===== src/rtl/ifetch_pkg.sv =====
// Shared fetch-stage parameters and the occupancy rule that decides whether a new
// memory read may be issued without overrunning the 2-entry instruction buffer.
package ifetch_pkg;

  localparam int WORD_W       = 32;
  localparam int ADDR_W       = 16;
  localparam int RESET_PC_DEF = 0;
  localparam int FIFO_DEPTH   = 2;

  typedef logic [1:0] cnt_t;

  // Buffered + outstanding entries after this cycle's pop must leave room for the new read.
  function automatic logic can_issue(input cnt_t count, input logic inflight_v, input logic pop);
    logic [2:0] occ;
    occ = {1'b0, count} + {2'b00, inflight_v} - {2'b00, pop};
    return occ < 3'(FIFO_DEPTH);
  endfunction

endpackage


===== src/rtl/ifetch_if.sv =====
// Fetch-stage bus: instruction-memory read port, decode-facing valid/stall output and
// the redirect input from execute.
interface ifetch_if #(
  parameter int WORD = 32,
  parameter int ADDR = 16
);

  logic            imem_req_o;
  logic [ADDR-1:0] imem_addr_o;
  logic [WORD-1:0] imem_data_i;
  logic            v_o;
  logic [WORD-1:0] inst_o;
  logic [ADDR-1:0] origaddr_o;
  logic            stall_i;
  logic            br_v_i;
  logic [ADDR-1:0] br_addr_i;

  // Handshake: an instruction transfers to decode in a cycle where v_o=1, stall_i=0 and
  // br_v_i=0; while stalled, v_o/inst_o/origaddr_o hold. The memory is always ready and
  // returns imem_data_i exactly one cycle after imem_req_o.
  modport master (
    output imem_req_o, imem_addr_o, v_o, inst_o, origaddr_o,
    input  imem_data_i, stall_i, br_v_i, br_addr_i
  );

  modport slave (
    input  imem_req_o, imem_addr_o, v_o, inst_o, origaddr_o,
    output imem_data_i, stall_i, br_v_i, br_addr_i
  );

endinterface


===== src/rtl/ifetch_fifo.sv =====
// Two-entry {inst, addr} queue between the memory response and decode. Slot 0 is
// always the head; flush empties it and wins over push and pop.
module ifetch_fifo
  import ifetch_pkg::*;
#(
  parameter int WORD = WORD_W,
  parameter int ADDR = ADDR_W
) (
  input  logic            clk,
  input  logic            rst,
  input  logic            push_i,
  input  logic [WORD-1:0] push_inst_i,
  input  logic [ADDR-1:0] push_addr_i,
  input  logic            pop_i,
  input  logic            flush_i,
  output cnt_t            count_o,
  output logic [WORD-1:0] head_inst_o,
  output logic [ADDR-1:0] head_addr_o
);

  logic [WORD-1:0] inst0_q, inst0_d, inst1_q, inst1_d;
  logic [ADDR-1:0] addr0_q, addr0_d, addr1_q, addr1_d;
  cnt_t            count_q, count_d;

  always_comb begin
    inst0_d = inst0_q;
    inst1_d = inst1_q;
    addr0_d = addr0_q;
    addr1_d = addr1_q;
    count_d = count_q;
    if (flush_i) begin
      count_d = '0;
    end else begin
      case ({push_i, pop_i})
        2'b10: begin
          if (count_q == 2'd0) begin
            inst0_d = push_inst_i;
            addr0_d = push_addr_i;
          end else begin
            inst1_d = push_inst_i;
            addr1_d = push_addr_i;
          end
          count_d = count_q + 2'd1;
        end
        2'b01: begin
          inst0_d = inst1_q;
          addr0_d = addr1_q;
          count_d = count_q - 2'd1;
        end
        2'b11: begin
          // Count is unchanged; the new word lands right behind whatever remains.
          if (count_q == 2'd1) begin
            inst0_d = push_inst_i;
            addr0_d = push_addr_i;
          end else begin
            inst0_d = inst1_q;
            addr0_d = addr1_q;
            inst1_d = push_inst_i;
            addr1_d = push_addr_i;
          end
        end
        default: ;
      endcase
    end
  end

  always_ff @(posedge clk or posedge rst) begin
    if (rst) begin
      inst0_q <= '0;
      inst1_q <= '0;
      addr0_q <= '0;
      addr1_q <= '0;
      count_q <= '0;
    end else begin
      inst0_q <= inst0_d;
      inst1_q <= inst1_d;
      addr0_q <= addr0_d;
      addr1_q <= addr1_d;
      count_q <= count_d;
    end
  end

  assign count_o     = count_q;
  assign head_inst_o = inst0_q;
  assign head_addr_o = addr0_q;

  no_overflow_a: assert property (@(posedge clk) disable iff (rst)
    !(push_i && !flush_i && !pop_i && count_q == 2'd2));

endmodule


===== src/rtl/ifetch.sv =====
// Instruction fetch: owns the word-addressed PC, keeps at most one read outstanding to a
// one-cycle instruction memory, and buffers responses for decode. A redirect flushes all.
module ifetch
  import ifetch_pkg::*;
#(
  parameter int              WORD     = WORD_W,
  parameter int              ADDR     = ADDR_W,
  parameter logic [ADDR-1:0] RESET_PC = ADDR'(RESET_PC_DEF)
) (
  input  logic     clk,
  input  logic     rst,
  ifetch_if.master bus
);

  logic [ADDR-1:0] pc_q, pc_d;
  logic [ADDR-1:0] inflight_addr_q, inflight_addr_d;
  logic            inflight_v_q, inflight_v_d;
  cnt_t            count;
  logic            pop, push, issue;
  logic [WORD-1:0] head_inst;
  logic [ADDR-1:0] head_addr;

  always_comb begin
    pop   = (count != 2'd0) & ~bus.stall_i & ~bus.br_v_i;
    push  = inflight_v_q & ~bus.br_v_i;
    // Gating by rst keeps the request low while reset is held, not just after the edge.
    issue = ~rst & ~bus.br_v_i & can_issue(count, inflight_v_q, pop);

    pc_d            = pc_q;
    inflight_addr_d = inflight_addr_q;
    inflight_v_d    = issue;
    if (bus.br_v_i) begin
      pc_d = bus.br_addr_i;
    end else if (issue) begin
      pc_d            = pc_q + ADDR'(1);
      inflight_addr_d = pc_q;
    end
  end

  always_ff @(posedge clk or posedge rst) begin
    if (rst) begin
      pc_q            <= RESET_PC;
      inflight_addr_q <= '0;
      inflight_v_q    <= 1'b0;
    end else begin
      pc_q            <= pc_d;
      inflight_addr_q <= inflight_addr_d;
      inflight_v_q    <= inflight_v_d;
    end
  end

  ifetch_fifo #(
    .WORD(WORD),
    .ADDR(ADDR)
  ) u_fifo (
    .clk        (clk),
    .rst        (rst),
    .push_i     (push),
    .push_inst_i(bus.imem_data_i),
    .push_addr_i(inflight_addr_q),
    .pop_i      (pop),
    .flush_i    (bus.br_v_i),
    .count_o    (count),
    .head_inst_o(head_inst),
    .head_addr_o(head_addr)
  );

  assign bus.imem_req_o  = issue;
  assign bus.imem_addr_o = pc_q;
  assign bus.v_o         = (count != 2'd0);
  assign bus.inst_o      = head_inst;
  assign bus.origaddr_o  = head_addr;

endmodule


===== src/flat_wrapper.sv =====
// flat-port wrapper written by rule: the top's interface ports become plain ports
module ifetch_flat import ifetch_pkg::*;
#(
  parameter int              WORD     = WORD_W,
  parameter int              ADDR     = ADDR_W,
  parameter logic [ADDR-1:0] RESET_PC = ADDR'(RESET_PC_DEF)
)
  (clk, rst, bus_imem_req_o, bus_imem_addr_o, bus_v_o, bus_inst_o, bus_origaddr_o, bus_imem_data_i, bus_stall_i, bus_br_v_i, bus_br_addr_i);
  ifetch_if #(.WORD(WORD), .ADDR(ADDR)) bus_i ();
  input  logic clk;
  input  logic rst;
  output wire logic [$bits(bus_i.imem_req_o)-1:0] bus_imem_req_o;
  output wire logic [$bits(bus_i.imem_addr_o)-1:0] bus_imem_addr_o;
  output wire logic [$bits(bus_i.v_o)-1:0] bus_v_o;
  output wire logic [$bits(bus_i.inst_o)-1:0] bus_inst_o;
  output wire logic [$bits(bus_i.origaddr_o)-1:0] bus_origaddr_o;
  input wire logic [$bits(bus_i.imem_data_i)-1:0] bus_imem_data_i;
  input wire logic [$bits(bus_i.stall_i)-1:0] bus_stall_i;
  input wire logic [$bits(bus_i.br_v_i)-1:0] bus_br_v_i;
  input wire logic [$bits(bus_i.br_addr_i)-1:0] bus_br_addr_i;
  assign bus_imem_req_o = bus_i.imem_req_o;
  assign bus_imem_addr_o = bus_i.imem_addr_o;
  assign bus_v_o = bus_i.v_o;
  assign bus_inst_o = bus_i.inst_o;
  assign bus_origaddr_o = bus_i.origaddr_o;
  assign bus_i.imem_data_i = bus_imem_data_i;
  assign bus_i.stall_i = bus_stall_i;
  assign bus_i.br_v_i = bus_br_v_i;
  assign bus_i.br_addr_i = bus_br_addr_i;
  ifetch #(.WORD(WORD), .ADDR(ADDR), .RESET_PC(RESET_PC)) u_core (.clk(clk), .rst(rst), .bus(bus_i));
endmodule

===== config.mk =====
export PLATFORM = sky130hd
export DESIGN_NAME = ifetch_flat
export DESIGN_NICKNAME = d
export VERILOG_FILES = /design/src/rtl/ifetch_pkg.sv /design/src/rtl/ifetch_if.sv /design/src/rtl/ifetch_fifo.sv /design/src/rtl/ifetch.sv /design/src/flat_wrapper.sv
export SDC_FILE = /design/constraint.sdc
export NUM_CORES = 1
export LEC_CHECK = 0
export BUFFER_PORTS_ARGS = -buffer_cell sky130_fd_sc_hd__buf_2
export CORE_MARGIN = 2
export CORE_UTILIZATION = 36
export DETAILED_ROUTE_END_ITERATION = 16
export SYNTH_ARGS = -nofsm -noshare
export SYNTH_HDL_FRONTEND = slang
export SYNTH_SLANG_ARGS = --single-unit

===== constraint.sdc =====
create_clock -name clk -period 5.41 [get_ports clk]
set_input_delay 1.623 -clock clk [delete_from_list [all_inputs] [get_ports clk]]
set_output_delay 1.623 -clock clk [all_outputs]
set_load 0.005 [all_outputs]

Yosys cells after proc, flatten, opt, wreduce, memory -nomap -nowiden
Index checks and enable logic that the tools add are counted.
{"block": "op_classes", "add_sub_neg": 5, "eq_ne": 7, "reduce_logical": 9, "order_cmp": 1, "bitwise": 8, "n_mux": 16}
{"op": "32-bit 2-to-1 mux", "count": 4}
{"op": "16-bit 2-to-1 mux", "count": 6}
{"op": "32-bit one-hot mux with 3 select lines", "count": 1}
{"op": "32-bit one-hot mux with 2 select lines", "count": 1}
{"op": "16-bit one-hot mux with 3 select lines", "count": 1}
{"op": "16-bit one-hot mux with 2 select lines", "count": 1}
{"op": "16-bit by 1-bit adder with 16-bit output, second input constant", "count": 1}
{"op": "2-bit != test, second input constant", "count": 3}
{"op": "2-bit nonzero test", "count": 3}
{"op": "3-bit nonzero test", "count": 2}
{"op": "1-bit bitwise AND", "count": 5}
{"op": "2-bit by 1-bit == test with 1-bit output, second input constant", "count": 2}
{"op": "2-bit == test, second input constant", "count": 2}
{"op": "2-bit one-hot mux with 2 select lines", "count": 1}
{"op": "4-bit AND reduction", "count": 1}
{"op": "2-bit by 1-bit adder with 3-bit output", "count": 1}
{"op": "3-bit by 2-bit < comparator with 1-bit output, second input constant", "count": 1}
{"op": "1-bit NOT", "count": 3}
{"op": "3-bit AND reduction", "count": 1}
{"op": "3-bit by 1-bit subtractor with 3-bit output", "count": 1}
{"op": "2-bit by 1-bit adder with 2-bit output, second input constant", "count": 1}
{"op": "2-bit zero test", "count": 1}
{"op": "2-bit 2-to-1 mux", "count": 1}
{"op": "2-bit AND reduction", "count": 1}
{"op": "2-bit by 1-bit subtractor with 2-bit output, second input constant", "count": 1}
{"block": "word_totals", "out_inout_bits": 66, "word_cells": 54, "reg_bits": 131, "in_bits": 52}

Depth between registers and ports, before layout
Gate-level depths: netlist (run 1).
{"block": "depth", "word_depth": 8, "ltp_mapped": 14, "ltp_nobuf": 10}

By module
From an unflattened synthesis (run 1), not the netlist that was laid out.
{"block": "hier_totals", "hier_cells": 465, "hier_area_um2": 6132.1}
{"module": "ifetch_fifo", "area_each_um2": 4435.5, "cells_per_inst": 278, "seq_area_each_um2": 2452.4, "n_inst": 1}
{"module": "ifetch", "area_each_um2": 1696.6, "cells_per_inst": 187, "seq_area_each_um2": 825.8, "n_inst": 1}

Worst setup path before layout (run 1)
No wires, ideal clock.
{"block": "synth_timing", "kind": "input -> output", "from": "input bus_br_v_i", "to": "output bus_imem_req_o", "setup_slack_ps": -9, "arrival_ps": 3796, "path_stages": 11, "cell_sequence": "clkbuf_1 -> clkbuf_1 -> o21a_1 -> o21ai_0 -> fa_1 -> nand2b_1 -> buf_4 -> or3_1 -> clkbuf_2 -> buf_2 -> inv_1"}
{"block": "synth_via", "elab_chain_len": 5, "word_cells_on_any_way": 6, "classes_between": "1 x add/sub; 1 x order compare; 4 x bitwise"}
{"element": "start, declared", "line_no": "flat_wrapper.sv:19", "rtl": "input wire logic [$bits(bus_i.br_v_i)-1:0] bus_br_v_i;"}
{"element": "1-bit NOT (no source line) (*)"}
{"element": "1-bit bitwise AND", "line_no": "ifetch.sv:24", "rtl": "pop = (count != 2'd0) & ~bus.stall_i & ~bus.br_v_i;"}
{"element": "3-bit by 1-bit subtractor with 3-bit output", "line_no": "ifetch_pkg.sv:15", "rtl": "occ = {1'b0, count} + {2'b00, inflight_v} - {2'b00, pop};"}
{"element": "3-bit by 2-bit < comparator with 1-bit output", "line_no": "ifetch_pkg.sv:16", "rtl": "return occ < 3'(FIFO_DEPTH);"}
{"element": "1-bit bitwise AND (*)", "line_no": "ifetch.sv:27", "rtl": "issue = ~rst & ~bus.br_v_i & can_issue(count, inflight_v_q, pop);"}
{"element": "end, declared", "line_no": "flat_wrapper.sv:12", "rtl": "output wire logic [$bits(bus_i.imem_req_o)-1:0] bus_imem_req_o;"}
Mark *: on every way between the ends. The rest lies on a longest branch, timed or not.

Worst setup path in the final report (run 1)
{"block": "layout_timing", "from": "input bus_stall_i", "to": "output bus_imem_req_o"}
{"block": "layout_via", "elab_chain_len": 6}
{"element": "start, declared", "line_no": "flat_wrapper.sv:18", "rtl": "input wire logic [$bits(bus_i.stall_i)-1:0] bus_stall_i;"}
{"element": "1-bit NOT", "line_no": "ifetch.sv:24"}
{"element": "1-bit bitwise AND (2 in a row)", "line_no": "ifetch.sv:24"}
{"element": "3-bit by 1-bit subtractor with 3-bit output", "line_no": "ifetch_pkg.sv:15"}
{"element": "3-bit by 2-bit < comparator with 1-bit output", "line_no": "ifetch_pkg.sv:16"}
{"element": "1-bit bitwise AND", "line_no": "ifetch.sv:27"}
No other way between the ends.

==> results of run 1 <==
==> kinds of logic after synthesis <==
group,after synthesis,share of synthesized area
and+or+nand+nor,113,0.09177
xor gates and xnor gates,11,0.01788
muxes,113,0.2079
DFF,131,0.5644
AOI/OAI and AO/OA,75,0.07152
adders and majority gates,4,0.009910
buffers and inverters,41,0.03662
==> power groups by stage <==
stage	registers, mW	logic, mW	clock network (mW)
finish	1.66	1.19	1.12
global route	1.72	1.36	1.19
CTS	1.66	1.21	1.15
detailed placement	1.68	1.21	0
global placement	1.65	1.17	0
floorplan	1.64	0.808	0
==> flip-flops by register name, indices dropped and copies added, names as in the netlist <==
name / cells
u_core.bus.imem_addr_o: 16
u_core.inflight_addr_q: 16
u_core.inflight_v_q: 1
u_core.u_fifo.addr1_q: 16
u_core.u_fifo.count_o: 2
u_core.u_fifo.head_addr_o: 16
u_core.u_fifo.head_inst_o: 32
u_core.u_fifo.inst1_q: 32
==> path summary, 6_finish.rpt <==
kind | endpoint | cells past startpoint
setup / recovery | bus_imem_req_o | 9
hold / removal | u_core.u_fifo.inst1_q[2] | 1
setup reg to reg | u_core.bus.imem_addr_o[14] | 11
hold reg to reg | u_core.u_fifo.inst1_q[2] | 1
max in group asynchronous | u_core.u_fifo.head_inst_o[2] | 3
min in group asynchronous | u_core.u_fifo.count_o[1] | 2
==> synth_stat cells (2+ instances only) <==
| cell type | count |
|---|---|
| nor4_1 | 5 |
| clkbuf_1 | 13 |
| nor2_1 | 55 |
| nor3_1 | 2 |
| nand2_1 | 21 |
| nand3_1 | 9 |
| xnor2_1 | 10 |
| o21ai_0 | 15 |
| ha_1 | 3 |
| buf_2 | 10 |
| dfrtp_1 | 131 |
| buf_8 | 2 |
| inv_1 | 10 |
| buf_4 | 4 |
| mux2_2 | 61 |
| mux2i_1 | 52 |
| o31a_1 | 2 |
| nand4_1 | 4 |
| or3_1 | 2 |
| nor3b_1 | 2 |
| or4_1 | 2 |
| a21oi_1 | 49 |
| nand2b_1 | 4 |
==> critical path, stage by stage <==
cell	delay [ns]
buf_2	0.10
or2_1	0.21
nor3_1	0.26
o21ai_0	0.17
fa_1	0.46
xor2_4	0.23
or3_1	0.36
inv_1	0.08
buf_2	0.11
==> routing by layer <==
| layer | share of wire | vias up |
|---|---|---|
| met4 | 0.016 | 0 |
| met2 | 0.47 | 111 |
| met1 | 0.46 | 1969 |
| met5 | 0 | - |
| li1 | - | 1941 |
| met3 | 0.056 | 15 |
==> cells in the final DEF (no fill, tap or decap), types with 2 or more instances in the layout <==
cell / instances
dfrtp_1: 131
buf_2: 117
mux2_2: 61
nor2_1: 55
mux2i_1: 52
a21oi_1: 48
nand2_1: 21
clkbuf_16: 17
o21ai_0: 15
xnor2_1: 10
inv_1: 9
buf_4: 9
nand3_1: 8
nor4_1: 5
nand2b_1: 4
nand4_1: 4
clkbuf_8: 4
clkbuf_1: 4
ha_1: 3
clkinv_2: 3
nor3b_1: 2
nor3_1: 2
or3_1: 2
o31a_1: 2
or4_1: 2
bufinv_16: 2
==> layout make-up <==
| class | instances | area [um2] |
|---|---|---|
| Fill cell | 1518 | 8661 |
| Sequential cell | 131 | 3278 |
| Multi-Input combinational cell | 316 | 2352 |
| Timing Repair Buffer | 126 | 653.1 |
| Clock buffer | 25 | 495.5 |
| Tap cell | 216 | 270.3 |
| Clock inverter | 5 | 75.07 |
| Inverter | 10 | 42.54 |
==> what timing repair did <==
action / 4_1_cts / 5_1_grt
endpoints found under the hold margin: 0 / 0
gates resized for setup: 0 / 1
setup endpoints to repair: 0 / 1
==> impl_metrics.tcl, run 1 <==
set metrics [dict create \
    crit_type "in2out" \
    drive_above_1_share 0.3605 \
    place_inst 799 \
    wirelength_um 12360 \
    grt_pass1_wl_um 20330 \
    slew_violations 0 \
    clk_pin_slew_ns 0.05 \
    grt_antenna_before_repair 0 \
    start_util 0.3670 \
    cts_setup_buffers 0 \
    hold_start "u_core.u_fifo.inst1_q[2]" \
    port_buffers 117 \
    setup_viol 0 \
    ant_nets 0 \
    synth_edf_count 0 \
    r2r_slack_ns 1.89 \
    syn2layout_area_growth_pct 23.40 \
    fp.dieArea_um2 17160 \
    cts_max_level 4 \
    timing.rr.start "u_core.u_fifo.count_o[1]" \
    status "finished, final reports clean" \
    cts_hold_buf 0 \
    grt_overflow 0 \
    critPathCaptureType "primary output" \
    start_kind "input port" \
    top_usage_layer "met2" \
    cts-root-buf "clkbuf_16" \
    path_max_fanout 10 \
    met2_usage 0.2518 \
    cts_buffers 17 \
    synth-async-reset-ratio 1.000 \
    fp.dieH_um 131.0 \
    rsz0062_at_grt "false" \
    grt_pass1_vias 4213 \
    p_per_area_nw_per_um2 554.9 \
    synth-seq-cells 131 \
    fin_crit_ns 5.230 \
    slew_headroom 0.3152 \
    synth_top_area_share 0.5644 \
    place_area_um2 6585 \
    syn_inst 488 \
    setup_ws_ns 0.1803 \
    stdcell_count 829 \
    synth_area_leaders "dfrtp_1 (56%), mux2_2 (12%), mux2i_1 (9.0%)" \
    fmax_mhz 191.2 \
    synthesis.area_um2 5808 \
    stdcell_area_um2 7167 \
    power_leakage_nw 3.158 \
    p_sw_mw 1.246 \
    nNetsFinal 658 \
    p_seq_frac 0.417 \
    grt_max_degree 102 \
    routedWlPerCell_um 14.91 \
    p_int_mw 2.731 \
    hold_class "reg2reg" \
    critPathRequiredTime_ns 3.79 \
    synth_nets 544 \
    n_antenna_cell 0 \
    cap_violations 0 \
    drc 0 \
    tns_ns 0 \
    power_frac_clock 0.283 \
    pre_cts_slack_ns 0.1343 \
    post-route-period-util 0.9667 \
    yosysUniqueCellTypes 43 \
    die_w_um 131.0 \
    finalHoldWorstSlack_ns 0.5031 \
    swShare 0.3133 \
    clk_latency_ns 0.42 \
    cts_sinks 131 \
    peakVddDrop_uv 241.7 \
    drt-vias-per-instance 4.869 \
    power_frac_comb 0.300 \
    avgSynthCellArea_um2 11.90 \
    vias 4036 \
    synth_flop_cell "dfrtp_1" \
    finalHoldViolCount 0 \
    worst_pin_slew_ns 1.026 \
    fin_skew_ns 0.004219 \
    io_pins 118 \
    first_pass_iters 4 \
    synth-seq-area-share 0.5644 \
    gp_congestion 0.8114 \
    grt_use_met1 0.1907 \
    synth.largest_area_cell "dfrtp_1" \
    finalCoreUtilization 0.4528 \
    drt_iter0_drc 239 \
    yosysWarnings 0 \
    tritoncts "done" \
    cp-startpoint "bus_stall_i" \
    cts_buffer_depth 2 \
    grt.total_usage 0.1536 \
    use_met3 0.04438 \
    crit_arrival_ns 3.61 \
    core.rowCount 46 \
    place_hpwl_um 8257 \
    core_area_um2 15830 \
    p_total_mw 3.977 \
]
Power figures use the tool's default switching activity.
==> inputs of run 2 (changes only) <==
- CELL_PAD_IN_SITES_DETAIL_PLACEMENT: default -> 1
- CELL_PAD_IN_SITES_GLOBAL_PLACEMENT: default -> 1
- PLACE_DENSITY_LB_ADDON: default -> 0.1
==> run 2 against run 1 <==
  * Wire length up 8.8%
  * Worst hold slack improved by 0.00064 ns
  * Cell count grew 0.24%
  * Non-clock buffer count did not move
  * Critical endpoint unchanged
  * Largest cell class unchanged
  * Sequential share of layout area down 0.25 points
  * Largest power group unchanged
  * Critical path type unchanged
  * Critical path depth stayed put
==> impl_metrics.tcl, run 2 (synthesized netlist as in run 1, its figures left out) <==
set metrics [dict create \
    fp.dieH_um 131.0 \
    grt.total_usage 0.1647 \
    grt_overflow 0 \
    worst-path-buf-inv 3 \
    setup_viol 0 \
    wirelength_um 13450 \
    drt_iter0_drc 224 \
    rsz0062_at_grt "false" \
    path_max_fanout 10 \
    crit_top_cell "buf_2" \
    clk_latency_ns 0.42 \
    r2r_slack_ns 1.90 \
    cpMaxStageDelayCell "fa_1" \
    worst_pin_slew_ns 0.9863 \
    core_area_um2 15830 \
    n_antenna_cell 0 \
    nNetsFinal 658 \
    cts_setup_buffers 0 \
    core.rowCount 46 \
    port_buffers 117 \
    finalHoldViolCount 0 \
    crit_type "in2out" \
    cts_buffer_depth 2 \
    rr_endpoint "u_core.bus.imem_addr_o[14]" \
    p_total_mw 4.049 \
    grt_antenna_before_repair 0 \
    power_leakage_nw 3.172 \
    cp-startpoint "bus_stall_i" \
    crit_family "simple AND/OR/NAND/NOR gates" \
    whs_path_depth 1 \
    routedWlPerCell_um 16.19 \
    grt_pass1_wl_um 21700 \
    tritoncts "done" \
    gp_congestion 0.7123 \
    hold_class "reg2reg" \
    fin_crit_ns 5.265 \
    cts_max_level 4 \
    peakVddDrop_uv 226.5 \
    slew_headroom 0.3425 \
    rr_worst_depth 11 \
    fp.dieArea_um2 17160 \
    ant_nets 0 \
    p_per_area_nw_per_um2 562.0 \
    slew_violations 0 \
    clk_pin_slew_ns 0.06 \
    first_pass_iters 4 \
    hold_start "u_core.u_fifo.addr1_q[13]" \
    cts-root-buf "clkbuf_16" \
    fin_skew_ns 0.007776 \
    io_pins 118 \
    critPathCaptureType "primary output" \
    cts_resized 0 \
    cap_violations 0 \
    cp_cell_sequence "buf_2, or2_1, nor3_2, o21ai_0, fa_1, xor2_4, or3_1, inv_1, buf_2" \
    layout_common_cells "dfrtp_1 (131), buf_2 (117), mux2_2 (61), nor2_1 (55), mux2i_1 (52)" \
    fmax_mhz 189.9 \
    tns_ns 0 \
    grt_pass1_vias 4308 \
    place_hpwl_um 8776 \
    status "finished, final reports clean" \
    final_common_cell "dfrtp_1" \
    start_util 0.3670 \
    post-route-period-util 0.9733 \
    drc 0 \
    critPathRequiredTime_ns 3.79 \
    drt-vias-per-instance 4.895 \
    holdPathEnd "u_core.u_fifo.addr1_q[13]" \
    cts_buffers 17 \
    grt_max_degree 108 \
    cp_slowest_stage_delay_ns 0.46 \
    cts_sinks 131 \
    cts_hold_buf 0 \
    cp.depth 9 \
    crit_arrival_ns 3.64 \
    syn2layout_area_growth_pct 24.06 \
    drive_above_1_share 0.3675 \
    start_kind "input port" \
    vias 4068 \
    die_w_um 131.0 \
    timing.rr.start "u_core.u_fifo.count_o[1]" \
]
## run 2: cell count changes in the layout (fill, tap and decap cells not counted), sizes merged
cell,before,now
clkinvlp,0,2
clkbuf,25,22
bufinv,2,3
clkinv,3,5
## run 2: cell type report
cell class                 count  area (um2)
tap                          216       270.3
fill                        1728        8622
timing repair buffer         126       653.1
sequential                   131        3278
inverter                      10       42.54
clock buffer                  22       474.2
clock inverter                10       130.1
multi-input combinational    316        2357
## run 2: worst max-delay path by stage
stage,end,slack (ns)
after global placement,bus_imem_req_o,0.18
after detailed placement,bus_imem_req_o,0.05
after global routing,bus_imem_req_o,0.05
after CTS,bus_imem_req_o,0.01
after floorplan,bus_imem_req_o,0.03
final,bus_imem_req_o,0.14
## run 2: per-stage QoR
stage | util | cells | setup WS (ns) | instance area [um2] | hold WS [ns]
detailed placement | 0.4160 | 799 | 0.05042 | 6585 | 0.4936
CTS | 0.4542 | 831 | 0.01228 | 7189 | 0.5063
floorplan | - | 488 | 0.03040 | 5809 | 0.4668
global placement | 0.4160 | 799 | 0.1751 | 6585 | 0.4861
global route | 0.4553 | 831 | 0.04695 | 7206 | 0.5124
finish | 0.4553 | 831 | 0.1447 | 7206 | 0.5038
## run 2: report_power, final
part           switching [mW]  internal [mW]
Combinational           0.604          0.606
Clock                   0.418          0.757
Sequential              0.259           1.41
## run 2: per-layer routing
layer	vias up	global-route usage	routed length (um)
met5	-	0	0
met4	0	0.04881	150
met3	10	0.05537	761
met2	97	0.2716	6531
met1	2028	0.2063	6008
li1	1933	-	-
